**config.mk**
```make
export PLATFORM = sky130hd
export DESIGN_NAME = instr_fetch
export DESIGN_NICKNAME = d
export VERILOG_FILES = /design/src/rtl/mips_pkg.sv /design/src/rtl/next_pc_calc.sv /design/src/rtl/instr_fetch.sv
export SDC_FILE = /design/constraint.sdc
export NUM_CORES = 1
export LEC_CHECK = 0
export ABC_AREA = 1
export CAP_MARGIN = 5
export CELL_PAD_IN_SITES_DETAIL_PLACEMENT = 2
export CELL_PAD_IN_SITES_GLOBAL_PLACEMENT = 2
export CORE_UTILIZATION = 37
export CTS_CLUSTER_DIAMETER = 200
export DETAILED_ROUTE_END_ITERATION = 10
export DONT_BUFFER_PORTS = 1
export PLACE_DENSITY_LB_ADDON = 0.1
export SYNTH_ARGS = -nofsm -noshare
export SYNTH_HDL_FRONTEND = slang
export SYNTH_SLANG_ARGS = --single-unit
```
**constraint.sdc**
```tcl
create_clock -name clk -period 5.65 [get_ports clk]
set_input_delay 1.13 -clock clk [delete_from_list [all_inputs] [get_ports clk]]
set_output_delay 1.13 -clock clk [all_outputs]
set_load 0.005 [all_outputs]
```
**src/rtl/mips_pkg.sv**
```systemverilog
// mips_pkg
// Shared definitions for the instruction fetch unit and the control decoder:
// primary opcode constants and the fetch FSM state encoding.
package mips_pkg;

  localparam logic [5:0] OP_R    = 6'b000000;
  localparam logic [5:0] OP_J    = 6'b000010;
  localparam logic [5:0] OP_BEQ  = 6'b000100;
  localparam logic [5:0] OP_ADDI = 6'b001000;
  localparam logic [5:0] OP_LW   = 6'b100011;
  localparam logic [5:0] OP_SW   = 6'b101011;

  typedef enum logic {
    ST_REQ  = 1'b0,
    ST_EXEC = 1'b1
  } fetch_state_e;

endpackage

```
**src/rtl/next_pc_calc.sv**
```systemverilog
// next_pc_calc
// Combinational next-PC selection for the fetch unit.
// Ports:
//   pc      in  32  address of the current instruction
//   instr   in  32  current instruction word
//   zero    in  1   ALU zero flag (only meaningful for BEQ)
//   next_pc out 32  address of the following instruction
module next_pc_calc
  import mips_pkg::*;
(
  input  logic [31:0] pc,
  input  logic [31:0] instr,
  input  logic        zero,
  output logic [31:0] next_pc
);

  logic [31:0] pc4;
  logic [31:0] br_offset;
  logic [5:0]  op;

  assign op        = instr[31:26];
  assign pc4       = pc + 32'd4;
  // Word offset sign-extended and scaled to bytes; the add wraps modulo 2^32.
  assign br_offset = {{14{instr[15]}}, instr[15:0], 2'b00};

  always_comb begin
    next_pc = pc4;
    if (op == OP_J) begin
      next_pc = {pc4[31:28], instr[25:0], 2'b00};
    end else if ((op == OP_BEQ) && zero) begin
      next_pc = pc4 + br_offset;
    end
  end

endmodule

```
**src/rtl/instr_fetch.sv**
```systemverilog
// instr_fetch
// Two-state instruction fetch unit: requests the word at pc, registers it,
// holds it for decode until the datapath signals completion, then advances pc.
// Ports:
//   clk         in  1   system clock, rising edge
//   rst         in  1   asynchronous active-high reset
//   mem_req     out 1   instruction memory read request
//   mem_addr    out 32  request byte address (equals pc)
//   mem_ack     in  1   mem_rdata valid this cycle
//   mem_rdata   in  32  instruction word from memory
//   exec_done   in  1   datapath finished current instruction
//   zero        in  1   ALU zero flag, used with exec_done
//   pc          out 32  address of current instruction
//   instr       out 32  registered instruction word
//   op          out 6   instr[31:26]
//   funct       out 6   instr[5:0]
//   instr_valid out 1   instr/op/funct valid for decode
//
// state | meaning
// REQ   | request outstanding at pc, waiting for mem_ack
// EXEC  | instr held for decode, waiting for exec_done
module instr_fetch
  import mips_pkg::*;
#(
  parameter logic [31:0] RESET_PC = 32'h0000_0000
) (
  input  logic        clk,
  input  logic        rst,
  output logic        mem_req,
  output logic [31:0] mem_addr,
  input  logic        mem_ack,
  input  logic [31:0] mem_rdata,
  input  logic        exec_done,
  input  logic        zero,
  output logic [31:0] pc,
  output logic [31:0] instr,
  output logic [5:0]  op,
  output logic [5:0]  funct,
  output logic        instr_valid
);

  fetch_state_e state_q, state_d;
  logic [31:0]  pc_q;
  logic [31:0]  instr_q;
  logic [31:0]  next_pc;
  logic         capture;
  logic         advance;

  next_pc_calc u_next_pc (
    .pc      (pc_q),
    .instr   (instr_q),
    .zero    (zero),
    .next_pc (next_pc)
  );

  always_ff @(posedge clk or posedge rst) begin
    if (rst) begin
      state_q <= ST_REQ;
      pc_q    <= RESET_PC;
      instr_q <= 32'h0;
    end else begin
      state_q <= state_d;
      if (capture) instr_q <= mem_rdata;
      if (advance) pc_q    <= next_pc;
    end
  end

  always_comb begin
    state_d     = state_q;
    capture     = 1'b0;
    advance     = 1'b0;
    mem_req     = 1'b0;
    instr_valid = 1'b0;
    case (state_q)
      ST_REQ: begin
        // Gated with rst so the request drops the moment reset asserts.
        mem_req = ~rst;
        if (mem_ack) begin
          capture = 1'b1;
          state_d = ST_EXEC;
        end
      end
      ST_EXEC: begin
        instr_valid = 1'b1;
        if (exec_done) begin
          advance = 1'b1;
          state_d = ST_REQ;
        end
      end
      default: state_d = ST_REQ;
    endcase
  end

  assign mem_addr = pc_q;
  assign pc       = pc_q;
  assign instr    = instr_q;
  assign op       = instr_q[31:26];
  assign funct    = instr_q[5:0];

endmodule

```
==> out/results.txt <==
Primary FF master, synth - dfrtp_1
Number of max-cap violations - 0
Largest net degree at the start of global routing - 64
Die area - 17600 um2
Hold-fix buffers, CTS - 0
Final TNS setup - 0 ns
Hpwl dp - 20.1 mm
DP Worst Slack - 2.04 ns
Non-Filler Instances - 1180
Slew HR - 23.9%
Clk_skew - 0.0114 ns
DR iter-0 viols - 287
Fmax - 264 MHz
Pwr/cell area - 506 nW/um2
Largest stage delay on the critical path - 0.57 ns
Vias in the first global route - 7388
First-pass GRT wire length - 40.5 mm
Crit path cell chain - nand2_1 > nor2_1 > nand2_1 > nor3_2 > xnor2_1 > inv_1 > ha_1 > nand2_1 > inv_1 > nand2_1 > nand2_1 > a21oi_1 > nor2_1 > nor2_1 > nand2_1 > nand2_1 > nand3_1 > nand2_1 > nand2_1 > nand2_1
Via density - 5.54
Clock sink count - 63
Setup Buffers After CTS - 0
Grt peak-use layer - met2
Mapped cell area - 6310 um2
Worst hold-check path type - reg -> reg
Crit-path most repeated cell - nand2_1
Endpoint type of the worst setup path - flop
Crit-path slowest cell - dfrtp_1
Total power - 3.31 mW
Final Max Tran Viols - 0
CTS clk-pin slew, worst paths - 0.06 ns
CTS tree - built
CP delay by family, top - simple AND/OR/NAND/NOR gates
Tot GR Track Use - 30.2%
Ant diodes - 0
Routed Antenna Nets - 0
Min Hold Slack - 0.570 ns
GR Util met1 - 37.2%
Post-synth EDFFs - 0
Crit-path max FO - 6
CP startpoint kind - flop
Buffer depth of the longest clock path - 2
Syn avg cell area - 6.30 um2
DP Area - 6220 um2
Placement row count - 47
Area contributors post-synth - dfrtp_1 (25%), nand2_1 (19%), inv_1 (8.1%), ha_1 (7.3%), nor2_1 (6.4%)
Die X - 133 um
Setup crit start - mem_addr[10]
RSZ-0062 raised after global routing - no
Fraction of registers with async set/reset - 100%
Via Count - 6540
Status - finished clean
CTS buffer count - 9
VDD IR max - 0.201 mV
Final setup fails - 0
Tightest Pin Transition - 1.14 ns
Root Driver - clkbuf_16
Worst setup margin - 1.87 ns
Fin. Hold Viols - 0
Register area share after synthesis - 25.0%
M2 GR Usage - 53.5%
RD Place Congestion - 0.889
H-tree Lvls - 3
Cell area after layout - 6550 um2
Worst endpoint required time - 5.94 ns
Post-CTS sizing - 0
WP buf/inv - 2
Initial antenna violation count - 0
Post-route DRC - 0
Grt ovf - 0
CP arrival - 4.07 ns
Final period util - 67.0%
Hold_sp - instr[20]
Worst reg2reg path startpoint - mem_addr[10]
FF+latch count, synth - 63
I/O pin count - 147
Yosys top cell area share - 25.0%
Synth cell types - 40
Warnings, synthesis - 0
Area of the core - 16600 um2
Drt wl/cell - 21.8 um
Die Y - 133 um
Gate Count Post-Synth - 1001
Fin crit period - 3.78 ns
P_leak - 3.47 nW
Clk_lat worst skew - 0.35 ns
Initial Utilization - 37.9%
Setup CP Type - reg -> reg
Final Util - 39.3%
Met3 usage - 5.56%
IO Port Bufs - 0
Area Growth Syn to Fin - 3.75%
Area leader, netlist - dfrtp_1
Routed WL - 25.8 mm
Pre-antenna DRT Iters - 4
Nets - 1030
Layout cells sized above 1 - 7.08%
Placed cell count - 1164
[logic make-up (layout without fill, tap and decap cells)]
group	after synthesis	in the layout	synth area share [%]
fa+ha+maj	38	38	7.65
other cells	1	4	0.0594
simple gates	540	540	36.1
compound gates	113	113	9.60
buf+inv	205	161	15.1
mux	21	21	3.75
flops	63	63	25.0
xor+xnor	20	20	2.78
[flip-flops by register name (all words and copies together), names as in the netlist]
signal and count:
instr 32, mem_addr 30, state_q 1
[synthesized netlist by cell type, types with 2 or more instances]
| cell | n |
|---|---|
| nand4_1 | 14 |
| o211ai_1 | 3 |
| xor2_1 | 16 |
| ha_1 | 37 |
| or2_2 | 5 |
| xnor2_1 | 4 |
| inv_1 | 136 |
| nand3b_1 | 4 |
| nor2_2 | 4 |
| o21bai_1 | 5 |
| nand2_2 | 4 |
| o22ai_1 | 2 |
| nor2_4 | 3 |
| nor3_1 | 10 |
| o21ai_1 | 6 |
| buf_2 | 9 |
| mux2_2 | 21 |
| dfrtp_1 | 63 |
| nor4_1 | 2 |
| nand2_1 | 312 |
| inv_2 | 2 |
| buf_4 | 46 |
| a21o_1 | 3 |
| nor2_1 | 108 |
| nand3_1 | 69 |
| a21oi_1 | 62 |
| clkinv_1 | 2 |
| o21ai_0 | 28 |
| clkbuf_1 | 10 |
[metal layers]
metal	share of wire (%)	vias up	routed length, um
li1	-	3029	-
met1	43	3282	11100
met2	49	198	12700
met3	5.8	31	1500
met4	2.0	0	505
met5	0	-	0
[worst register-to-register path, stage by stage (launching register included)]
cell     delay (ns)
dfrtp_1        0.57
nand2_1        0.24
nor2_1         0.22
nand2_1        0.15
nor3_2         0.40
xnor2_1        0.20
inv_1          0.12
ha_1           0.36
nand2_1        0.15
inv_1          0.07
nand2_1        0.07
nand2_1        0.10
a21oi_1        0.32
nor2_1         0.14
nor2_1         0.17
nand2_1        0.07
nand2_1        0.07
nand3_1        0.10
nand2_1        0.13
nand2_1        0.06
nand2_1        0.05
[cell type report]
class                           instances  area (um2)
Inverter                              140         526
Timing Repair Buffer                    5        37.5
Multi-Input combinational cell        736        3800
Clock buffer                           10         239
Sequential cell                        63        1580
Fill cell                            2083       10100
Tap cell                              220         275
Clock inverter                          6        90.1
[path summary, 6_finish.rpt]
path                                 to  slack, ns  cells after the start
hold reg to reg               instr[20]       0.57                      1
setup reg to reg           mem_addr[27]       1.87                     20
min in group asynchronous   mem_addr[2]       0.93                      2
hold / removal                instr[20]       0.57                      1
max in group asynchronous  mem_addr[24]       4.14                      2
setup / recovery           mem_addr[27]       1.87                     20
[report_power, final]
part           internal, mW  switching, mW
Sequential            0.573          0.297
Clock                 0.401          0.247
Combinational         0.583           1.21
[cell usage in the layout (no fill, tap or decap), drive strengths merged, types with 2 or more instances in the layout]
cell type	synthesis	layout
nand2	317	317
inv	138	140
nor2	116	116
nand3	69	69
dfrtp	63	63
a21oi	62	62
ha	37	37
o21ai	34	34
mux2	21	21
xor2	16	16
nand4	14	14
nor3	11	11
clkbuf	10	10
o21bai	5	5
or2	5	5
buf	55	5
nand3b	4	4
xnor2	4	4
conb	1	4
a21o	3	3
o211ai	3	3
clkinv	2	3
o22ai	2	2
bufinv	0	2
nor4	2	2
No activity file was read; power rests on OpenSTA's default activity.
